File: config.mk
export PLATFORM = sky130hd
export DESIGN_NAME = bitty_sequencer_flat
export DESIGN_NICKNAME = d
export VERILOG_FILES = /design/src/rtl/bitty_sequencer_if.sv /design/src/rtl/bitty_sequencer.sv /design/src/flat_wrapper.sv
export SDC_FILE = /design/constraint.sdc
export NUM_CORES = 1
export LEC_CHECK = 0
export BUFFER_PORTS_ARGS = -buffer_cell sky130_fd_sc_hd__buf_2
export CAP_MARGIN = 20
export CORE_AREA = 2 2 103 205
export DETAILED_ROUTE_END_ITERATION = 6
export DIE_AREA = 0 0 105 207
export PLACE_DENSITY = 0.79
export SETUP_SLACK_MARGIN = 0.4
export SLEW_MARGIN = 20
export SYNTH_ARGS = -nofsm -noshare
export SYNTH_HDL_FRONTEND = slang
export SYNTH_SLANG_ARGS = --single-unit
File: constraint.sdc
create_clock -name clk -period 8.1 [get_ports clk]
set_input_delay 0.81 -clock clk [delete_from_list [all_inputs] [get_ports clk]]
set_output_delay 0.81 -clock clk [all_outputs]
set_load 0.1 [all_outputs]
File: src/rtl/bitty_sequencer_if.sv
// Host/core-facing signal bundle for bitty_sequencer.
// The slave modport is the sequencer's view; the master modport is the host/core side.
interface bitty_sequencer_if #(
  parameter int DEPTH = 16,
  parameter int AW    = $clog2(DEPTH)
);
  logic          prog_we;
  logic [AW-1:0] prog_addr;
  logic [15:0]   prog_data;
  logic [AW:0]   prog_len;
  logic          start;
  logic          abort;
  logic          busy;
  logic          core_rst;
  logic          run;
  logic [15:0]   d_instr;
  logic          core_done;
  logic [15:0]   core_dout;
  logic          res_valid;
  logic [AW-1:0] res_idx;
  logic [15:0]   res_data;
  logic [15:0]   last_result;
  logic          prog_done;
  logic          aborted;

  modport master (
    output prog_we, prog_addr, prog_data, prog_len, start, abort, core_done, core_dout,
    input  busy, core_rst, run, d_instr, res_valid, res_idx, res_data, last_result,
           prog_done, aborted
  );

  modport slave (
    input  prog_we, prog_addr, prog_data, prog_len, start, abort, core_done, core_dout,
    output busy, core_rst, run, d_instr, res_valid, res_idx, res_data, last_result,
           prog_done, aborted
  );
endinterface

File: src/rtl/bitty_sequencer.sv
// Program sequencer: feeds a buffered instruction stream to the bitty core,
// one instruction per core done, and streams indexed results back out.
module bitty_sequencer #(
  parameter int DEPTH = 16,
  parameter int AW    = $clog2(DEPTH)
) (
  input  logic              clk,
  input  logic              reset,
  bitty_sequencer_if.slave  bus
);
  typedef enum logic [1:0] {S_IDLE, S_LAUNCH, S_RUN, S_FINISH} state_t;

  localparam logic [AW:0] DEPTH_W = (AW+1)'(DEPTH);
  localparam logic [AW:0] ONE_W   = (AW+1)'(1);

  state_t        state_q;
  logic [15:0]   mem_q [DEPTH];
  logic [AW-1:0] pc_q;
  logic [AW:0]   len_q;
  logic          core_rst_q, run_q, res_valid_q, prog_done_q, aborted_q;
  logic [AW-1:0] res_idx_q;
  logic [15:0]   last_q;

  logic [AW:0]   len_d;
  logic          pc_last;
  logic          fin_abort;

  assign len_d     = (bus.prog_len > DEPTH_W) ? DEPTH_W : bus.prog_len;
  assign pc_last   = ({1'b0, pc_q} == (len_q - ONE_W));
  assign fin_abort = (state_q == S_FINISH) && bus.abort;

  // Buffer has no reset so a loaded program survives a sequencer reset.
  always_ff @(posedge clk) begin
    if (bus.prog_we && state_q == S_IDLE)
      mem_q[bus.prog_addr] <= bus.prog_data;
  end

  always_ff @(posedge clk or posedge reset) begin
    if (reset) begin
      state_q     <= S_IDLE;
      pc_q        <= '0;
      len_q       <= '0;
      core_rst_q  <= 1'b1;
      run_q       <= 1'b0;
      res_valid_q <= 1'b0;
      res_idx_q   <= '0;
      last_q      <= '0;
      prog_done_q <= 1'b0;
      aborted_q   <= 1'b0;
    end else begin
      run_q       <= 1'b0;
      res_valid_q <= 1'b0;
      prog_done_q <= 1'b0;
      aborted_q   <= 1'b0;
      case (state_q)
        S_IDLE: if (bus.start) begin
          if (len_d == '0) begin
            prog_done_q <= 1'b1;
          end else begin
            state_q    <= S_LAUNCH;
            len_q      <= len_d;
            pc_q       <= '0;
            core_rst_q <= 1'b0;
            run_q      <= 1'b1;
          end
        end
        S_LAUNCH: state_q <= S_RUN;
        S_RUN: if (bus.core_done) begin
          res_valid_q <= 1'b1;
          res_idx_q   <= pc_q;
          if (pc_last) begin
            state_q     <= S_FINISH;
            prog_done_q <= 1'b1;
          end else begin
            pc_q <= pc_q + AW'(1);
          end
        end
        S_FINISH: begin
          last_q     <= bus.core_dout;
          state_q    <= S_IDLE;
          core_rst_q <= 1'b1;
        end
        default: state_q <= S_IDLE;
      endcase
      // Abort overrides whatever the state decided this cycle.
      if (bus.abort && state_q != S_IDLE) begin
        state_q     <= S_IDLE;
        core_rst_q  <= 1'b1;
        aborted_q   <= 1'b1;
        run_q       <= 1'b0;
        res_valid_q <= 1'b0;
        prog_done_q <= 1'b0;
        last_q      <= last_q;
      end
    end
  end

  assign bus.busy      = (state_q != S_IDLE);
  assign bus.core_rst  = core_rst_q;
  assign bus.run       = run_q;
  assign bus.d_instr   = (state_q == S_IDLE) ? 16'h0000 : mem_q[pc_q];
  assign bus.res_valid = res_valid_q;
  assign bus.res_idx   = res_idx_q;
  assign bus.res_data  = bus.core_dout;
  // The final result only lands on core_dout during FINISH, so expose it directly then.
  assign bus.last_result = (state_q == S_FINISH && !bus.abort) ? bus.core_dout : last_q;
  assign bus.prog_done   = prog_done_q && !fin_abort;
  assign bus.aborted     = aborted_q;
endmodule
File: src/flat_wrapper.sv
// flat-port wrapper written by rule: the top's interface ports become plain ports
module bitty_sequencer_flat 
#(
  parameter int DEPTH = 16,
  parameter int AW    = $clog2(DEPTH)
)
  (clk, reset, bus_prog_we, bus_prog_addr, bus_prog_data, bus_prog_len, bus_start, bus_abort, bus_core_done, bus_core_dout, bus_busy, bus_core_rst, bus_run, bus_d_instr, bus_res_valid, bus_res_idx, bus_res_data, bus_last_result, bus_prog_done, bus_aborted);
  bitty_sequencer_if #(.DEPTH(DEPTH), .AW(AW)) bus_i ();
  input  logic clk;
  input  logic reset;
  input wire logic [$bits(bus_i.prog_we)-1:0] bus_prog_we;
  input wire logic [$bits(bus_i.prog_addr)-1:0] bus_prog_addr;
  input wire logic [$bits(bus_i.prog_data)-1:0] bus_prog_data;
  input wire logic [$bits(bus_i.prog_len)-1:0] bus_prog_len;
  input wire logic [$bits(bus_i.start)-1:0] bus_start;
  input wire logic [$bits(bus_i.abort)-1:0] bus_abort;
  input wire logic [$bits(bus_i.core_done)-1:0] bus_core_done;
  input wire logic [$bits(bus_i.core_dout)-1:0] bus_core_dout;
  output wire logic [$bits(bus_i.busy)-1:0] bus_busy;
  output wire logic [$bits(bus_i.core_rst)-1:0] bus_core_rst;
  output wire logic [$bits(bus_i.run)-1:0] bus_run;
  output wire logic [$bits(bus_i.d_instr)-1:0] bus_d_instr;
  output wire logic [$bits(bus_i.res_valid)-1:0] bus_res_valid;
  output wire logic [$bits(bus_i.res_idx)-1:0] bus_res_idx;
  output wire logic [$bits(bus_i.res_data)-1:0] bus_res_data;
  output wire logic [$bits(bus_i.last_result)-1:0] bus_last_result;
  output wire logic [$bits(bus_i.prog_done)-1:0] bus_prog_done;
  output wire logic [$bits(bus_i.aborted)-1:0] bus_aborted;
  assign bus_i.prog_we = bus_prog_we;
  assign bus_i.prog_addr = bus_prog_addr;
  assign bus_i.prog_data = bus_prog_data;
  assign bus_i.prog_len = bus_prog_len;
  assign bus_i.start = bus_start;
  assign bus_i.abort = bus_abort;
  assign bus_i.core_done = bus_core_done;
  assign bus_i.core_dout = bus_core_dout;
  assign bus_busy = bus_i.busy;
  assign bus_core_rst = bus_i.core_rst;
  assign bus_run = bus_i.run;
  assign bus_d_instr = bus_i.d_instr;
  assign bus_res_valid = bus_i.res_valid;
  assign bus_res_idx = bus_i.res_idx;
  assign bus_res_data = bus_i.res_data;
  assign bus_last_result = bus_i.last_result;
  assign bus_prog_done = bus_i.prog_done;
  assign bus_aborted = bus_i.aborted;
  bitty_sequencer #(.DEPTH(DEPTH), .AW(AW)) u_core (.clk(clk), .reset(reset), .bus(bus_i));
endmodule
==> impl_metrics.py, run 1 <==
metrics = {
    "detailed_routing": {
        "drc_errors": 0,
        "via_count": 5930,
        "drt_first_pass_iters": 5,
        "finalWirelength_um": 24440,
        "viasPerCell": 6.120,
        "drt_iter0_markers": 430,
        "antenna_left": 0,
        "wire_per_inst_um": 25.23,
    },
    "place": {
        "dpl.hpwl_um": 14160,
        "gp_routability_congestion": 0.7407,
        "place_area_um2": 12670,
        "numPortBuffers": 104,
    },
    "grt": {
        "grt_overflow_total": 0,
        "grtUsageTotal_pct": 22.61,
        "grt_pass1_wl_um": 36270,
        "grt_max_degree": 62,
        "first_global_vias": 6026,
        "grt_antenna_before_repair": 1,
    },
    "clocking": {
        "cts_buffers": 24,
        "post_cts_resized": 0,
        "cts_tree": "done",
        "h-tree-depth": 1,
        "clock_path_buffers": 3,
        "holdBufCountCts": 0,
        "cts_sinks": 292,
        "worstSkewPairLatency_ps": 540,
        "root_buffer": "clkbuf_16",
        "post_cts_buffers": 0,
        "clk_pin_slew_ps": 70,
    },
    "cells_and_area": {
        "layout-drive-gt1-share_pct": 37.98,
        "syn_to_final_growth_pct": 13.25,
        "final_cell_mix": "edfxtp_1 (256), buf_2 (104), mux4_2 (56)",
        "fin_nets": 737,
        "finalInstanceArea_um2": 13490,
        "antenna_cells": 0,
        "layout_commonest_cell": "edfxtp_1",
        "nFillCells": 1347,
    },
    "critical_path": {
        "crit_slowest_cell": "dfrtp_4",
        "path_buf_inv": 2,
        "r2r_setup_slack_ps": 5230,
        "reg2reg_from": "u_core.state_q[0]",
        "cp_slowest_stage_delay_ps": 750,
        "ff2ff_path_depth": 6,
        "worstSetupEndpointType": "primary output",
        "critPathMaxFanout": 43,
        "required_ps": 7290,
        "worstSetupPathType": "flip-flop to primary output",
        "r2r-end": "u_core.last_q[2]",
        "crit_family": "multiplexers",
        "crit_arrival_ps": 3690,
        "setup.worst_path.start": "u_core.pc_q[0]",
        "crit_chain": "buf_4 -> mux4_1 -> mux4_2 -> and2_1 -> buf_2",
        "start_kind": "flip-flop",
    },
    "synthesis": {
        "synth_fp_nets": 630,
        "yosys_register_bits": 292,
        "yosysSeqAreaShare_pct": 72.12,
        "syn_inst": 578,
        "async_flop_share_pct": 12.33,
        "synth_ff_type": "edfxtp_1",
        "syn_area_per_cell_um2": 20.61,
        "syn_area_um2": 11910,
        "synthesis.yosys.warnings": 0,
        "synth_edf_count": 256,
        "ys_types": 41,
    },
    "power_and_ir_drop": {
        "vdd_drop_max_v": 0.0003301,
        "cellLeakagePower_nw": 4.657,
        "power.total_mw": 4.635,
        "pwr_density_cell_nw_per_um2": 343.6,
    },
    "die": {
        "rows": 74,
        "io_pins": 105,
        "die_width_um": 105,
        "die_area_um2": 21740,
        "core_area_um2": 20180,
        "start_util_pct": 59.01,
        "fp.dieH_um": 207,
    },
    "sta": {
        "drv_slew": 0,
        "slew_headroom_pct": 44.09,
        "setup_viol": 0,
        "tns_ps": 0,
        "finalHoldViolCount": 0,
        "clock_skew_ps": 20.60,
        "fin_crit_ps": 4496,
        "rsz0062_at_grt": "no",
        "finalCritPeriodShare_pct": 55.50,
        "max_freq_mhz": 222.4,
        "tightestPinTransition_ps": 838.7,
    },
    "status": {
        "status": "complete, no violations",
    },
    "flow_run": {
        "maxCapViolCount": 0,
    },
    "worst_hold_path": {
        "min_path_type": "input pin to asynchronous set/reset pin",
    },
}
power by group:
group          internal, mW  total [mW]  switching, mW
sequential             1.74        1.81         0.0760
combinational         0.409        1.63           1.22
clock                 0.680        1.19          0.513
cell families (layout without fill, tap and decap cells):
group	count (synthesis)	after routing	synth area share (%)
compound gates	23	23	1.271
xor+xnor	5	5	0.3678
fa+ha+maj	5	5	0.5253
buf+inv	55	180	2.805
flops	292	292	72.12
mux	118	118	19.43
simple gates	80	80	3.477
layout make-up:
cell class | count | area [µm²] | share of cell area, %
tap | 266 | 332.8 | 2.468
sequential | 292 | 8594 | 63.72
clock buffer | 30 | 623.1 | 4.620
multi-input combinational | 231 | 3034 | 22.50
clock inverter | 14 | 187.7 | 1.391
timing repair buffer | 124 | 670.6 | 4.972
inverter | 12 | 45.04 | 0.3340
metal layers:
| metal | wire [µm] | track usage, % |
|---|---|---|
| met3 | 1327 | 2.486 |
| met5 | 13 | 0 |
| met2 | 13390 | 39.36 |
| met4 | 515 | 6.253 |
| met1 | 9200 | 30.60 |
per-stage QoR:
stage          setup slack [ps]  std cells  hold slack (ps)  utilization, %
2_1_floorplan              4315        578            473.7               -
3_3_place_gp               4147        925            466.9           62.78
3_5_place_dp               4101        925            476.3           62.78
4_1_cts                    3546        969            406.2           66.80
5_1_grt                    3421        969            436.1           66.82
6_report                   3604        969            398.7           66.82
cell usage after synthesis (2+ instances only):
cell type | n | share of area (%)
dfrtp_1 | 35 | 7.4
mux4_1 | 24 | 5.3
a21oi_1 | 4 | 0.17
buf_2 | 6 | 0.25
and2_1 | 17 | 0.89
nand2_1 | 14 | 0.44
nand2b_1 | 5 | 0.26
nor2_1 | 21 | 0.66
o21ai_1 | 3 | 0.13
inv_1 | 12 | 0.38
xor2_1 | 2 | 0.15
xnor2_1 | 3 | 0.22
mux2_2 | 34 | 3.2
o211ai_1 | 2 | 0.13
ha_1 | 5 | 0.53
buf_4 | 17 | 1.1
nand4_1 | 3 | 0.16
nand4b_1 | 2 | 0.15
o21ai_0 | 8 | 0.34
nand3b_1 | 3 | 0.19
buf_6 | 6 | 0.57
mux4_2 | 56 | 11
edfxtp_1 | 256 | 65
mux2i_1 | 4 | 0.34
nor3_1 | 7 | 0.29
clkbuf_1 | 13 | 0.41
nand3_1 | 2 | 0.084
worst max-delay path by stage:
stage                                 to  depth (start not counted)
after CTS                 bus_d_instr[9]                          5
after global routing      bus_d_instr[9]                          5
after detailed placement  bus_d_instr[0]                          5
after global placement    bus_d_instr[0]                          5
final                     bus_d_instr[9]                          5
after floorplan            bus_prog_done                          1
registers in the layout (all words and copies together) (netlist names):
register	cells
u_core.bus.aborted	1
u_core.bus.core_rst	1
u_core.bus.res_idx	4
u_core.bus.res_valid	1
u_core.bus.run	1
u_core.last_q	16
u_core.len_q	5
u_core.mem_q	256
u_core.pc_q	4
u_core.prog_done_q	1
u_core.state_q	2
worst reg2reg max path, cell delays in order, from the launching register on:
cell and delay (ps):
dfrtp_1 350, inv_1 80, ha_1 390, inv_1 660, nand2_1 250, nand2_1 600
mux2_2 420
(Power assumes the default switching activity.)
==> run 2: changes to the inputs <==
Settings changed: ABC_AREA set to 1, CORE_AREA 2 2 103 205 to 2 2 105 209, DIE_AREA 0 0 105 207 to 0 0 107 211, PLACE_DENSITY 0.79 to 0.78.
Clock period 8.1 ns to 4.59 ns, I/O delays scaled along.
==> run 2 against run 1 <==
Against the previous run: cell count increased by 47%; first-iteration DRC count increased by 73%; synthesized cell count up 83%; via count up 41%; final area grew 1.6%; hold slack got worse by 370 ps; routed wire length rose by 18%; critical path depth rose by 2; non-clock buffer count increased by 3; register-to-register slack worse by 3500 ps; largest power group unchanged.
==> impl_metrics.py, run 2 <==
metrics = {
    "status": {
        "status": "complete, no violations",
    },
    "die": {
        "die_width_um": 107,
        "core_area_um2": 20930,
        "fp.dieH_um": 211,
        "io_pins": 105,
        "start_util_pct": 58.57,
        "rows": 75,
        "die_area_um2": 22580,
    },
    "detailed_routing": {
        "drc_errors": 0,
        "viasPerCell": 5.906,
        "finalWirelength_um": 28840,
        "antenna_left": 0,
        "wire_per_inst_um": 20.31,
        "drt_first_pass_iters": 5,
        "via_count": 8387,
        "drt_iter0_markers": 745,
    },
    "synthesis": {
        "synth_edf_count": 256,
        "yosysMostFrequentCell": "edfxtp_1",
        "syn_area_per_cell_um2": 11.57,
        "ys_top_cells_by_count": "edfxtp_1 (256), nor2_1 (231), o21ai_0 (126), nand2_1 (91), o211ai_1 (64)",
        "yosysSeqAreaShare_pct": 70.09,
        "syn_inst": 1059,
        "yosys_register_bits": 292,
        "yosys.area.top_type_share_pct": 62.73,
        "syn_area_um2": 12260,
        "yosysTopAreaCell": "edfxtp_1",
        "async_flop_share_pct": 12.33,
        "synthTopCellsByArea": "edfxtp_1 (63%), dfrtp_1 (7.1%), nor2_1 (7.1%)",
        "synth_ff_type": "edfxtp_1",
        "ys_types": 27,
        "synth_fp_nets": 1111,
        "synthesis.yosys.warnings": 0,
    },
    "critical_path": {
        "critPathMaxFanout": 59,
        "worstSetupEndpointType": "primary output",
        "critPathCapture": "bus_d_instr[6]",
        "crit_arrival_ps": 3440,
        "r2r-end": "u_core.pc_q[0]",
        "start_kind": "flip-flop",
        "required_ps": 4130,
        "ff2ff_path_depth": 10,
        "reg2reg_from": "u_core.pc_q[3]",
        "worstSetupPathType": "flip-flop to primary output",
        "setup.worst_path.start": "u_core.pc_q[0]",
        "r2r_setup_slack_ps": 1770,
    },
    "cells_and_area": {
        "top_regs": "u_core.mem_q x256, u_core.last_q x16, u_core.len_q x5",
        "syn_to_final_growth_pct": 11.83,
        "layout_commonest_cell": "edfxtp_1",
        "largest_register_ffs": 256,
        "fin_nets": 1184,
        "layout-drive-gt1-share_pct": 15.91,
        "top_register": "u_core.mem_q",
        "final_cell_mix": "edfxtp_1 (256), nor2_1 (223), o21ai_0 (126)",
        "nFillCells": 1529,
    },
    "power_and_ir_drop": {
        "power.total_mw": 8.301,
        "vdd_drop_max_v": 0.0005120,
        "cellLeakagePower_nw": 5.044,
        "pwr_density_cell_nw_per_um2": 605.7,
    },
    "sta": {
        "fin_crit_ps": 3901,
        "max_freq_mhz": 256.4,
        "finalCritPeriodShare_pct": 84.98,
        "slew_headroom_pct": 34.49,
        "finalHoldViolCount": 0,
        "tightestPinTransition_ps": 982.6,
        "tns_ps": 0,
        "drv_slew": 0,
        "rsz0062_at_grt": "no",
        "setup_viol": 0,
        "clock_skew_ps": 7.214,
    },
    "clocking": {
        "h-tree-depth": 1,
        "cts_tree": "done",
        "post_cts_buffers": 0,
        "root_buffer": "clkbuf_16",
        "clk_pin_slew_ps": 70,
        "clock_path_buffers": 3,
        "cts_sinks": 292,
        "post_cts_resized": 0,
        "holdBufCountCts": 0,
        "worstSkewPairLatency_ps": 520,
        "cts_buffers": 24,
    },
    "place": {
        "numPortBuffers": 104,
        "gp_routability_congestion": 0.8700,
        "dpl.hpwl_um": 17300,
    },
    "grt": {
        "grt_overflow_total": 0,
        "grtUsageTotal_pct": 25.65,
        "first_global_vias": 8189,
        "grt_antenna_before_repair": 1,
        "grt_pass1_wl_um": 43480,
        "grt_max_degree": 60,
    },
    "worst_hold_path": {
        "min_path_type": "input pin to asynchronous set/reset pin",
    },
    "flow_run": {
        "maxCapViolCount": 0,
    },
}
==> run 2: cell types whose count changed after synthesis, sizes merged, moves of 32 or more <==
cell / before / now
nor2: 21 / 233
inv: 12 / 44
nand3: 2 / 50
o211ai: 2 / 64
nand2: 14 / 92
mux4: 80 / 0
mux2: 34 / 0
o21ai: 11 / 174
==> run 2: worst min path at each step <==
stage,start,end,cells after the start
floorplan,u_core.last_q[0],u_core.last_q[0],2
global placement,u_core.bus.res_idx[1],u_core.bus.res_idx[1],2
detailed placement,u_core.bus.res_idx[2],u_core.bus.res_idx[2],2
CTS,reset,u_core.bus.run,3
global route,reset,u_core.len_q[1],3
finish,reset,u_core.len_q[3],3
==> run 2: kinds of logic (layout without fill, tap and decap cells) <==
logic type      after synthesis  count (layout)  share of synthesized area, %
other cells                   0               1                             0
fa+ha+maj                     5               5                        0.5105
buf+inv                     124             215                         5.084
flops                       292             292                         70.09
xor+xnor                      1               1                       0.07148
simple gates                380             380                         12.40
compound gates              257             257                         11.84
==> run 2: per-layer routing <==
metal	share of wire, %	vias to the layer above	global-route usage (%)
met3	7.6	77	3.610
li1	-	3873	-
met1	36	4012	29.55
met5	0	-	0
met4	3.8	0	11.55
met2	53	425	46.74
==> run 2: area by class of cell <==
| type | instances | area [µm²] | share of cell area (%) |
|---|---|---|---|
| clock buffer | 28 | 636.9 | 4.647 |
| tap | 269 | 336.6 | 2.456 |
| sequential | 292 | 8594 | 62.71 |
| antenna | 1 | 2.502 | 0.01826 |
| inverter | 44 | 167.7 | 1.223 |
| timing repair buffer | 127 | 700.7 | 5.112 |
| multi-input combinational | 643 | 3088 | 22.53 |
| clock inverter | 16 | 178.9 | 1.305 |
==> run 2: report_power, final <==
part | internal [mW] | switching (mW) | leakage, nW
Clock | 1.22 | 0.884 | 0.399
Combinational | 0.565 | 2.47 | 1.88
Sequential | 3.05 | 0.112 | 2.77
==> run 2: stage by stage <==
step | worst slack, ps | util, % | std cells | cell area [µm²] | hold WS, ps
floorplan | 1154 | - | 1059 | 12260 | 453.4
detailed placement | 1285 | 61.42 | 1374 | 12850 | 472.2
global route | 571.3 | 65.49 | 1420 | 13710 | 82.07
finish | 689.4 | 65.49 | 1420 | 13710 | 30.23
CTS | 709.5 | 65.32 | 1418 | 13670 | 42.18
global placement | 1331 | 61.39 | 1374 | 12850 | 464.7
==> run 2: critical path, cell delays in order (launching register included) <==
cell and delay, ps:
dfrtp_4 700, inv_4 560, buf_4 380, nor2_1 80
o211ai_1 210, nand3_1 100, a21oi_1 350, buf_2 500
==> run 3: changes to the inputs <==
Settings changed: ABC_AREA 1 to 0, CORE_AREA 2 2 105 209 to 2 2 110 218, DIE_AREA 0 0 107 211 to 0 0 112 220, PLACE_DENSITY 0.78 to 0.74.
Clock period 4.59 ns to 3.2 ns, I/O delays scaled along.
==> run 3 against run 2 <==
Against the previous run: the run now ends with hold timing left; register-to-register slack worse by 970 ps; hold slack worse by 51 ps; sequential cell count unchanged; clock power up 39%; highest routed layer is now met5; routed wire length down 6.5%; largest power group is now combinational cells.
==> impl_metrics.py, run 3 (same netlist as run 1, synthesis figures left out) <==
metrics = {
    "sta": {
        "drv_slew": 0,
        "slew_headroom_pct": 38.89,
        "finalHoldViolCount": 22,
        "hold-worst-slack_ps": -21.06,
        "max_freq_mhz": 328.4,
        "worst_slack_ps": 155.2,
        "finalCritPeriodShare_pct": 95.15,
        "rsz0062_at_grt": "yes",
        "tightestPinTransition_ps": 915.7,
        "tns_ps": 0,
        "clock_skew_ps": 10.16,
        "setup_viol": 0,
        "fin_crit_ps": 3045,
    },
    "critical_path": {
        "cp_slowest_stage_delay_ps": 490,
        "crit_slowest_cell": "dfrtp_4",
        "worstSetupEndpointType": "primary output",
        "critPathMaxFanout": 5,
        "required_ps": 2880,
        "crit_family": "multiplexers",
        "crit_arrival_ps": 2720,
        "crit_chain": "buf_12 -> buf_8 -> buf_16 -> mux4_2 -> mux4_2 -> and2_4 -> buf_12",
        "worstSetupPathType": "flip-flop to primary output",
        "path_buf_inv": 4,
        "start_kind": "flip-flop",
    },
    "cells_and_area": {
        "syn_to_final_growth_pct": 17.98,
        "top_regs": "u_core.mem_q x256, u_core.last_q x16, u_core.len_q x5",
        "top_register": "u_core.mem_q",
        "seq_area_um2": 8597,
        "final_cell_mix": "edfxtp_1 (256), buf_2 (87), mux4_2 (69)",
        "nFillCells": 1610,
        "multi_input_area_um2": 3003,
        "largest_register_ffs": 256,
        "layout-drive-gt1-share_pct": 42.98,
        "fin_nets": 760,
        "layout_commonest_cell": "edfxtp_1",
    },
    "die": {
        "die_width_um": 112,
        "io_pins": 105,
        "start_util_pct": 51.49,
        "core_area_um2": 23130,
        "die_area_um2": 24640,
        "rows": 79,
        "fp.dieH_um": 220,
    },
    "place": {
        "numPortBuffers": 104,
        "pre_cts_ws_ps": 527.0,
        "dpl.hpwl_um": 15070,
        "gp_routability_congestion": 0.8051,
    },
    "grt": {
        "grtUsageTotal_pct": 22.04,
        "first_global_vias": 6376,
        "met3_usage_pct": 3.245,
        "grt_max_degree": 45,
        "grt_pass1_wl_um": 39850,
        "grt.busiest_layer": "met2",
        "gr-usage-met1_pct": 26.97,
        "grt_antenna_before_repair": 2,
        "met2_usage_pct": 38.87,
        "grt_overflow_total": 0,
    },
    "detailed_routing": {
        "wire_per_inst_um": 26.69,
        "drt_iter0_markers": 492,
        "via_count": 6173,
        "drc_errors": 0,
        "drt_first_pass_iters": 5,
        "viasPerCell": 6.112,
        "finalWirelength_um": 26960,
        "antenna_left": 0,
    },
    "clocking": {
        "cts_buffers": 24,
        "root_buffer": "clkbuf_16",
        "cts_tree": "done",
        "worstSkewPairLatency_ps": 530,
        "clock_path_buffers": 3,
        "clk_pin_slew_ps": 70,
        "cts_sinks": 292,
        "h-tree-depth": 1,
    },
    "status": {
        "status": "complete, but fails checks",
        "violations": "hold timing",
    },
    "worst_hold_path": {
        "min_path_type": "input pin to asynchronous set/reset pin",
    },
    "power_and_ir_drop": {
        "cellLeakagePower_nw": 4.869,
        "vdd_drop_max_v": 0.0009899,
        "pwr_density_cell_nw_per_um2": 887.0,
    },
    "flow_run": {
        "maxCapViolCount": 0,
    },
}
run 3: changes by cell type in the layout (fill, tap and decap cells not counted), sizes merged, moves of 34 or more:
cell    change
mux2       +34
mux4       +80
nand2      -78
nand3      -48
nor2      -212
o211ai     -62
o21ai     -163
run 3: final timing paths:
path,startpoint,to,slack [ps],depth (start not counted)
setup / recovery,u_core.pc_q[0],bus_d_instr[0],160,7
hold / removal,reset,u_core.pc_q[1],-20,2
setup reg to reg,u_core.state_q[1],u_core.last_q[5],800,6
hold reg to reg,u_core.bus.res_idx[1],u_core.bus.res_idx[1],500,2
max in group asynchronous,reset,u_core.len_q[4],2490,3
min in group clk,bus_core_dout[3],u_core.last_q[3],50,2
run 3: layer usage:
layer	part of all wire, %	up-vias	wire (µm)
li1	-	2590	-
met1	37	3203	9888
met2	53	313	14290
met3	6.2	65	1683
met4	4.0	2	1076
met5	0.048	-	13
run 3: power breakdown:
group	total [mW]	internal, mW	switching (mW)
Combinational	5.02	1.67	3.35
Sequential	4.53	4.40	0.130
Clock	2.91	1.60	1.31
Total	12.5	7.68	4.79
run 3: per-stage QoR:
step	total power, mW	hold WS (ps)	utilization [%]	area (µm²)	std cells
after floorplan	8.144	418.9	-	11910	578
after global placement	8.786	471.3	55.15	12760	947
after detailed placement	8.871	478.5	55.15	12760	947
after CTS	12.51	11.37	60.72	14040	1009
after global routing	12.85	43.73	60.75	14050	1010
final	12.46	-21.06	60.75	14050	1010
run 3: area by class of cell:
class	instances	share of cell area, %
diodes	1	0.01781
clock buffers	30	4.586
clock inverters	14	0.8904
inverters	12	0.3205
multi-input cells	231	21.37
flip-flops and latches	292	61.18
well taps	283	2.520
repair buffers	147	9.118
run 3: what timing repair did:
item	in CTS	in global routing
hold endpoints to repair	0	0
cloned	6	0
pin swaps	1	0
setup endpoints to repair	17	17
hold buffers	0	0
gates resized for setup	98	2
buffers inserted	12	0
